File: src/rtl/apb4_ps2_core.sv
// APB4 slave PS/2 device-to-host receiver: pin synchronisers, 11-bit frame deframer,
// byte RX FIFO and a level interrupt for pending data or frame/overflow errors.
module apb4_ps2_core #(
  parameter int FIFO_DEPTH = 8
) (
  input  logic        pclk,
  input  logic        presetn,
  input  logic [31:0] paddr,
  input  logic [2:0]  pprot,
  input  logic        psel,
  input  logic        penable,
  input  logic        pwrite,
  input  logic [31:0] pwdata,
  input  logic [3:0]  pstrb,
  output logic        pready,
  output logic [31:0] prdata,
  output logic        pslverr,
  input  logic        ps2_clk_i,
  input  logic        ps2_dat_i,
  output logic        irq_o
);

  localparam int AW = $clog2(FIFO_DEPTH);

  typedef enum logic [1:0] {S_IDLE, S_DATA, S_PAR, S_STOP} state_t;

  state_t      state, state_next;
  logic [7:0]  shift, shift_next;
  logic [2:0]  bit_cnt, bit_cnt_next;
  logic        par_bit, par_bit_next;
  logic        push, frame_err;

  logic        clk_s1, clk_s2, clk_s3;
  logic        dat_s1, dat_s2;
  logic        fall;

  logic        en, inten, perr, ovf, irq;

  logic [7:0]  mem [FIFO_DEPTH];
  logic [AW-1:0] wr_ptr, rd_ptr;
  logic [AW:0] count;
  logic        full, nempty, pop, push_ok, ovf_set;
  logic        wr_access, wr_ctrl, wr_stat;

  logic        unused_ok;
  assign unused_ok = ^{pprot, pstrb, paddr[31:4], paddr[1:0], pwdata[31:3]};

  assign pready  = 1'b1;
  assign pslverr = 1'b0;
  assign irq_o   = irq;

  // Lines idle high, so synchronisers reset to 1 to avoid a spurious edge.
  always_ff @(posedge pclk or negedge presetn) begin
    if (!presetn) begin
      clk_s1 <= 1'b1;
      clk_s2 <= 1'b1;
      clk_s3 <= 1'b1;
      dat_s1 <= 1'b1;
      dat_s2 <= 1'b1;
    end else begin
      clk_s1 <= ps2_clk_i;
      clk_s2 <= clk_s1;
      clk_s3 <= clk_s2;
      dat_s1 <= ps2_dat_i;
      dat_s2 <= dat_s1;
    end
  end

  assign fall = clk_s3 & ~clk_s2;

  always_ff @(posedge pclk or negedge presetn) begin
    if (!presetn) begin
      state   <= S_IDLE;
      shift   <= 8'h00;
      bit_cnt <= 3'd0;
      par_bit <= 1'b0;
    end else begin
      state   <= state_next;
      shift   <= shift_next;
      bit_cnt <= bit_cnt_next;
      par_bit <= par_bit_next;
    end
  end

  always_comb begin
    state_next   = state;
    shift_next   = shift;
    bit_cnt_next = bit_cnt;
    par_bit_next = par_bit;
    push         = 1'b0;
    frame_err    = 1'b0;
    if (!en) begin
      state_next = S_IDLE;
    end else if (fall) begin
      case (state)
        S_IDLE: begin
          if (!dat_s2) begin
            state_next   = S_DATA;
            shift_next   = 8'h00;
            bit_cnt_next = 3'd0;
            par_bit_next = 1'b0;
          end
        end
        S_DATA: begin
          shift_next   = {dat_s2, shift[7:1]};
          bit_cnt_next = bit_cnt + 3'd1;
          if (bit_cnt == 3'd7) state_next = S_PAR;
        end
        S_PAR: begin
          par_bit_next = dat_s2;
          state_next   = S_STOP;
        end
        S_STOP: begin
          state_next = S_IDLE;
          // Odd parity: data plus parity bit must hold an odd number of ones.
          if (dat_s2 && (^{shift, par_bit})) push = 1'b1;
          else                               frame_err = 1'b1;
        end
        default: state_next = S_IDLE;
      endcase
    end
  end

  assign full      = (count == (AW+1)'(FIFO_DEPTH));
  assign nempty    = (count != '0);
  assign pop       = psel & penable & ~pwrite & (paddr[3:2] == 2'd1) & nempty;
  assign push_ok   = push & (~full | pop);
  assign ovf_set   = push & full & ~pop;
  assign wr_access = psel & penable & pwrite;
  assign wr_ctrl   = wr_access & (paddr[3:2] == 2'd0);
  assign wr_stat   = wr_access & (paddr[3:2] == 2'd2);

  always_ff @(posedge pclk) begin
    if (push_ok) mem[wr_ptr] <= shift;
  end

  always_ff @(posedge pclk or negedge presetn) begin
    if (!presetn) begin
      wr_ptr <= '0;
      rd_ptr <= '0;
      count  <= '0;
    end else begin
      if (push_ok) wr_ptr <= wr_ptr + 1'b1;
      if (pop)     rd_ptr <= rd_ptr + 1'b1;
      case ({push_ok, pop})
        2'b10:   count <= count + 1'b1;
        2'b01:   count <= count - 1'b1;
        default: count <= count;
      endcase
    end
  end

  // Error flags: a new event in the same cycle as a clear wins.
  always_ff @(posedge pclk or negedge presetn) begin
    if (!presetn) begin
      en    <= 1'b0;
      inten <= 1'b0;
      perr  <= 1'b0;
      ovf   <= 1'b0;
      irq   <= 1'b0;
    end else begin
      if (wr_ctrl) begin
        en    <= pwdata[0];
        inten <= pwdata[1];
      end
      perr <= (perr & ~(wr_stat & pwdata[1])) | frame_err;
      ovf  <= (ovf  & ~(wr_stat & pwdata[2])) | ovf_set;
      irq  <= inten & (nempty | perr | ovf);
    end
  end

  always_comb begin
    prdata = 32'h0;
    case (paddr[3:2])
      2'd0: prdata = {30'h0, inten, en};
      2'd1: prdata = nempty ? {24'h0, mem[rd_ptr]} : 32'h0;
      2'd2: prdata = {28'h0, full, ovf, perr, nempty};
      default: prdata = 32'h0;
    endcase
  end

endmodule

File: config.mk
export PLATFORM = sky130hd
export DESIGN_NAME = apb4_ps2_core
export DESIGN_NICKNAME = d
export VERILOG_FILES = /design/src/rtl/apb4_ps2_core.sv
export SDC_FILE = /design/constraint.sdc
export NUM_CORES = 1
export LEC_CHECK = 0
export ABC_AREA = 1
export CORE_UTILIZATION = 53
export DETAILED_ROUTE_END_ITERATION = 10
export HOLD_SLACK_MARGIN = 0.15
export PLACE_DENSITY = 0.86
export SLEW_MARGIN = 25
export SYNTH_ARGS = -nofsm -noshare
export SYNTH_HDL_FRONTEND = slang
export SYNTH_SLANG_ARGS = --single-unit
File: constraint.sdc
create_clock -name pclk -period 5.7 [get_ports pclk]
set_clock_uncertainty 0.1 [all_clocks]
set_input_delay 0.57 -clock pclk [delete_from_list [all_inputs] [get_ports pclk]]
set_output_delay 0.57 -clock pclk [all_outputs]
set_load 0.01 [all_outputs]
======== Word-level counts from Yosys, hierarchy flattened ========
Memories as Yosys holds them, arrays and structs flattened.
Index checks and enable logic that the tools add are counted.
word-level totals
  bits in writable memories ............... 64
  input bits .............................. 78
  word-level logic and storage cells ...... 98
  memories ................................ 1
  output and inout bits ................... 35
  flip-flop bits (word level) ............. 34
cells by class
  bitwise operators ....................... 27
  add/sub/neg operators ................... 5
  reduce and logical (&&, ||, !) cells .... 11
  mux-type cells .......................... 24
  equal/unequal tests ..................... 13
memory list
  name  depth  width  read ports  clocked after memory_dff  wr ports  RTL line  source
  mem   8      8      1           0                         1         39        logic [7:0] mem [FIFO_DEPTH];
operator list
  cell                 number
  $pmux 8 s3           1
  $and 1x1->1          16
  $mux 8               2
  $pmux 8 s2           1
  $mux 1               11
  $add 3x1->3 const B  3
  $reduce_xor 9->1     1
  $eq 2x2->1 const B   4
  $mux 2               4
  $pmux 2 s4           1
  $pmux 4 s2           1
  $reduce_and 4->1     2
  $eq 2x1->1 const B   3
  $ne 3x3->1 const B   2
  $not 1->1            6
  $pmux 3 s2           1
  $reduce_bool 2->1    3
  $or 1x1->1           5
  $add 4x1->4 const B  1
  $eq 4x4->1 const B   1
  $logic_not 2->1      2
  $ne 2x2->1 const B   2
  $reduce_bool 4->1    1
  $sub 4x1->4 const B  1
  5 further kinds      5

======== Longest topological paths before layout ========
  word-level depth ........................ 9
  gate-level depth with buffers ........... 19
  gate-level depth less buffers ........... 19

======== Worst setup path before layout ========
No wires, ideal clock.
  path type ............................... reg-to-reg
  start point ............................. register shift[5]
  end point ............................... memory mem[0][0] (enable)
  setup time .............................. 0.383 ns
  path buffers ............................ 0
  period minus slack after synthesis ...... 2.460 ns
  required time ........................... 5.217 ns
  stages on the path, launching flop included .. 13
  arrival time ............................ 1.976 ns
  slack ................................... 3.240 ns
  cells stage by stage .................... dfrtp_1 inv_1 nand2_1 nand2_1 nand2_1 nand3_1 nand3_1 nand2_1 nor2_2 nand2_4 nor2_8 nand2_2 nor3_1
between the ends
  longest elaborated chain between the ends .. 9
RTL lines
  what                          RTL line  source
  start: declaration            28        logic [7:0] shift, shift_next;
  start signal: assignment      79        shift <= shift_next;
  $reduce_xor 9->1              116       if (dat_s2 && (^{shift, par_bit})) push = 1'b1;
  $logic_and 1x1->1             116
  $mux 1                        116
  $mux 1                        95        case (state)
  $mux 1                        94        end else if (fall) begin
  $mux 1                        92        if (!en) begin
  $and 1x1->1                   127       assign push_ok = push & (~full | pop);
  $mux 1                        134       if (push_ok) mem[wr_ptr] <= shift;
  $mux 1 (not written as such)  134
  end: declaration              39
Every way passes these cells.

======== Worst setup path in the final report ========
  start point ............................. register rd_ptr[0]
  end point ............................... output prdata[3]
between the ends
  longest elaborated chain between the ends .. 3
RTL lines
  what                      RTL line  source
  start: declaration        40        logic [AW-1:0] wr_ptr, rd_ptr;
  start signal: assignment  144       if (pop) rd_ptr <= rd_ptr + 1'b1;
  $mem_v2 8x8               n/a
  $mux 8                    176       2'd1: prdata = nempty ? {24'h0, mem[rd_ptr]} : 32'h0;
  $pmux 8 s3                174       case (paddr[3:2])
  end: declaration          16        output logic [31:0] prdata,
Every way passes these cells.

==> summary.txt <==
Logic synthesis
  – Leading area contributor after synthesis: edfxtp_1
  – Compound-Gate Fraction of Synth Area: 10.5%
  – Mapped Cells: ~410
  – Synth Cell Area: 4420 um^2
  – Yosys top cell area share: 43.5%
  – Library cells used by synthesis: 34
  – Synth Area in Adders: between 2 and 3%
  – Syn Area/Cell: 10.7 um^2
  – Multiplexer area fraction after synthesis: 0.481%
  – Post-synth EDFFs: 64
  – Post-synth top flop: edfxtp_1
  – Synth top area cells: edfxtp_1 44%, dfrtp_1 16%, o21ai_0 5.4%
  – Synthesis Warnings: 0
  – XOR/XNOR Fraction of Synth Area: 1.19%
  – Synth Area in Simple Gates: 13.9%
  – Synth Register Bits: 98
  – Main combinational cell family by area after synthesis: simple AND/OR/NAND/NOR gates
  – Async SR Flop Fraction: between 30% and 40%
  – Seq/Total Area, Yosys: 62.9%

Layout
  – Layout cells sized above 1: 8.14%
  – Nets@finish: 524
  – Commonest non-fill, non-tap cell in the layout: edfxtp_1
  – Area grow syn2layout: 9.57%
  – Multi-input gate area: 1390 um^2
  – Final cell count without fillers: 544
  – FF/Latch Area: approximately 2800 um^2
  – Most frequent cells in the layout: 64 x edfxtp_1, 60 x nand2_1, 53 x nor2_1, 48 x o21ai_0, 34 x inv_1
  – Fillers: 599
  – Diode count: 0

Pwr
  – Psw: roughly 0.00066 W
  – Sw Share: 35.5%
  – Seq pwr share: 49.7%
  – VDD IR-drop max: roughly 0.24 mV
  – PD cells: 382 nW/um^2
  – Internal power: 0.00119 W
  – Leak: 1.95 nW
  – Gate power share: 26.8%
  – Overall power: 0.00185 W
  – Clock share of power: 23.5%

Floorplan
  – Die width: 93.3 um
  – Die ar.: just under 9000 um^2
  – Io pins: 113
  – Die H: 93.3 um
  – Core Area: 7890 um^2
  – Initial Utilization: around 56%
  – Cell Rows: 32

Clocking
  – Worst skew pair latency: approximately 370 ps
  – Clk sinks: 98
  – Setup bufs post-CTS: 0
  – H-Tree Depth: 3
  – Number of buffers created by CTS: 9
  – Post-CTS resize count: 0
  – TritonCTS clock tree: yes
  – Root buffer cell: clkbuf_8
  – Clock tree buffer depth: 2
  – Cts hold-fix bufs: 0
  – Clock-pin transition on the worst setup and hold timing paths: 100 ps

Route
  – Final wirelength: roughly 8.1 mm
  – TritonRoute pass-1 iters: 6
  – Routed vias: about 3000
  – DR WL/cell: 14.9 um
  – First DRT Iteration DRCs: 298
  – ANT nets after route: 0
  – DRC Markers: 0
  – Vias per std cell: roughly 5.5

STA
  – Sum of negative setup slack: 0 ps
  – Final Setup Violations: 0
  – Max Transition Viols Final: 0
  – Final hold vios: 0
  – Final cycle utilization of the critical path: 71.3%
  – Least-Margin Pin Slew: 1000 ps
  – Final setup margin: 1640 ps
  – Fmax: about 0.25 GHz
  – Setup repair after global routing missed its margin: no
  – Worst Hold Slack: 263 ps
  – Fin crit period: 4060 ps
  – Worst slew margin: 33.3%

Placement
  – Dpl cells: between 500 and 600
  – Routability Congestion: approximately 0.8
  – HPWL after DPL: around 5.6 mm
  – Port-buffer cells: 20
  – Post-Place Worst Slack: slightly below 2000 ps

Critical path
  – CP max FO: 34
  – Critical path's slowest cell: dfrtp_1
  – R2R Setup Slk: between 2000 and 3000 ps
  – Worst setup path class: reg -> out
  – Worst path bufs/invs: 2
  – Critical Path Max Stage Delay: 1000 ps
  – Crit path max-delay family: buffers and inverters
  – Critical path launch point type: flip-flop
  – Critical Path RT: 5030 ps
  – Crit path cell chain: inv_1 > o21ai_0 > o22ai_1 > o211ai_1 > nand2_1 > clkdlybuf4s50_1
  – Worst Path Arrival: 3390 ps
  – CP endpoint kind: primary output

Global route
  – Pin count of the biggest net entering global routing: 35
  – GR Util All Layers: 20.5%
  – First-pass GRT wire length: about 13 mm
  – Vias in the first global route: 2782
  – Total congestion overflow: 0
  – Initial antenna violation count: 0

Hold path
  – Hold crit path type: reg -> reg

Flow run
  – Max-cap violations: 0

Run status
  – Outcome: finished, final reports clean
state kept, by name, summed over array words and instances, names as in the netlist, 2 cells and up:
register,flops
count,4
wr_ptr,3
mem,64
bit_cnt,3
shift,8
rd_ptr,3
state,2
path summary, 6_finish.rpt:
path                                       startpoint              endpoint  cells past startpoint
max in group asynchronous                     presetn      dat_s2$_DFF_PN1_                      2
worst min-delay path                 dat_s1$_DFF_PN1_      dat_s2$_DFF_PN1_                      0
worst min register to register       dat_s1$_DFF_PN1_      dat_s2$_DFF_PN1_                      0
worst max register to register   shift[6]$_DFFE_PN0P_   mem[6][0]$_DFFE_PP_                     12
worst max-delay path            rd_ptr[0]$_DFFE_PN0P_             prdata[3]                      6
min in group asynchronous                     presetn  count[1]$_DFFE_PN0P_                      2
final cells by class:
cell class	instances	share of cell area, %
Timing Repair Buffer	23	4.60
Inverter	36	2.79
Clock buffer	10	3.08
Tap cell	102	2.64
Multi-Input combinational cell	269	28.6
Clock inverter	6	0.879
Sequential cell	98	57.4
power by group through the flow:
| stage | Clock, W | Combinational [W] | Sequential (W) |
|---|---|---|---|
| finish | 0.000434 | 0.000496 | 0.000921 |
| global route | 0.000467 | 0.000565 | 0.000932 |
| CTS | 0.000440 | 0.000497 | 0.000919 |
| detailed placement | 0 | 0.000490 | 0.000934 |
| global placement | 0 | 0.000463 | 0.000928 |
| floorplan | 0 | 0.000399 | 0.000872 |
stage by stage:
step	area, um^2	utilization, %
2_1_floorplan	4510	-
3_3_place_gp	4630	58.7
3_5_place_dp	4640	58.8
4_1_cts	4830	61.2
5_1_grt	4840	61.4
6_report	4840	61.4
metal layers:
metal / global-route usage, % / vias to the layer above / share of wire [%]
li1: - / 1418 / -
met4: 9.49 / 0 / 1.5
met1: 26.1 / 1425 / 42
met5: 0 / - / 0
met3: 3.58 / 12 / 5.1
met2: 34.4 / 111 / 52
kinds of logic (layout without fill, tap and decap cells):
logic type,after synthesis,in the layout
AO/OA/AOI/OAI,82,82
XOR/XNOR,6,6
adder cells (fa/ha/maj),9,9
buffers and inverters,71,75
flip-flops,98,98
multiplexers,2,2
other,2,26
AND/OR/NAND/NOR,144,144
synthesized netlist by cell type, types with 2 or more instances:
library cell	number
dfrtp_1	29
conb_1	2
inv_1	33
o21ai_0	48
nor3_1	7
o22ai_1	14
o211ai_1	3
nand2_1	60
o31ai_1	2
a31oi_1	3
xor2_1	4
ha_1	9
clkinv_1	2
xnor2_1	2
clkbuf_1	9
nand2_2	3
nand3_1	15
nor2_1	53
buf_4	26
a21oi_1	5
dfstp_2	5
o221ai_1	5
edfxtp_1	64
worst register-to-register path: cells and delay by family (launching register included):
kind	cells	cell delay (ps)
buf+inv	1	80
flops	1	610
simple gates	11	1670
Power figures use the tool's default switching activity.
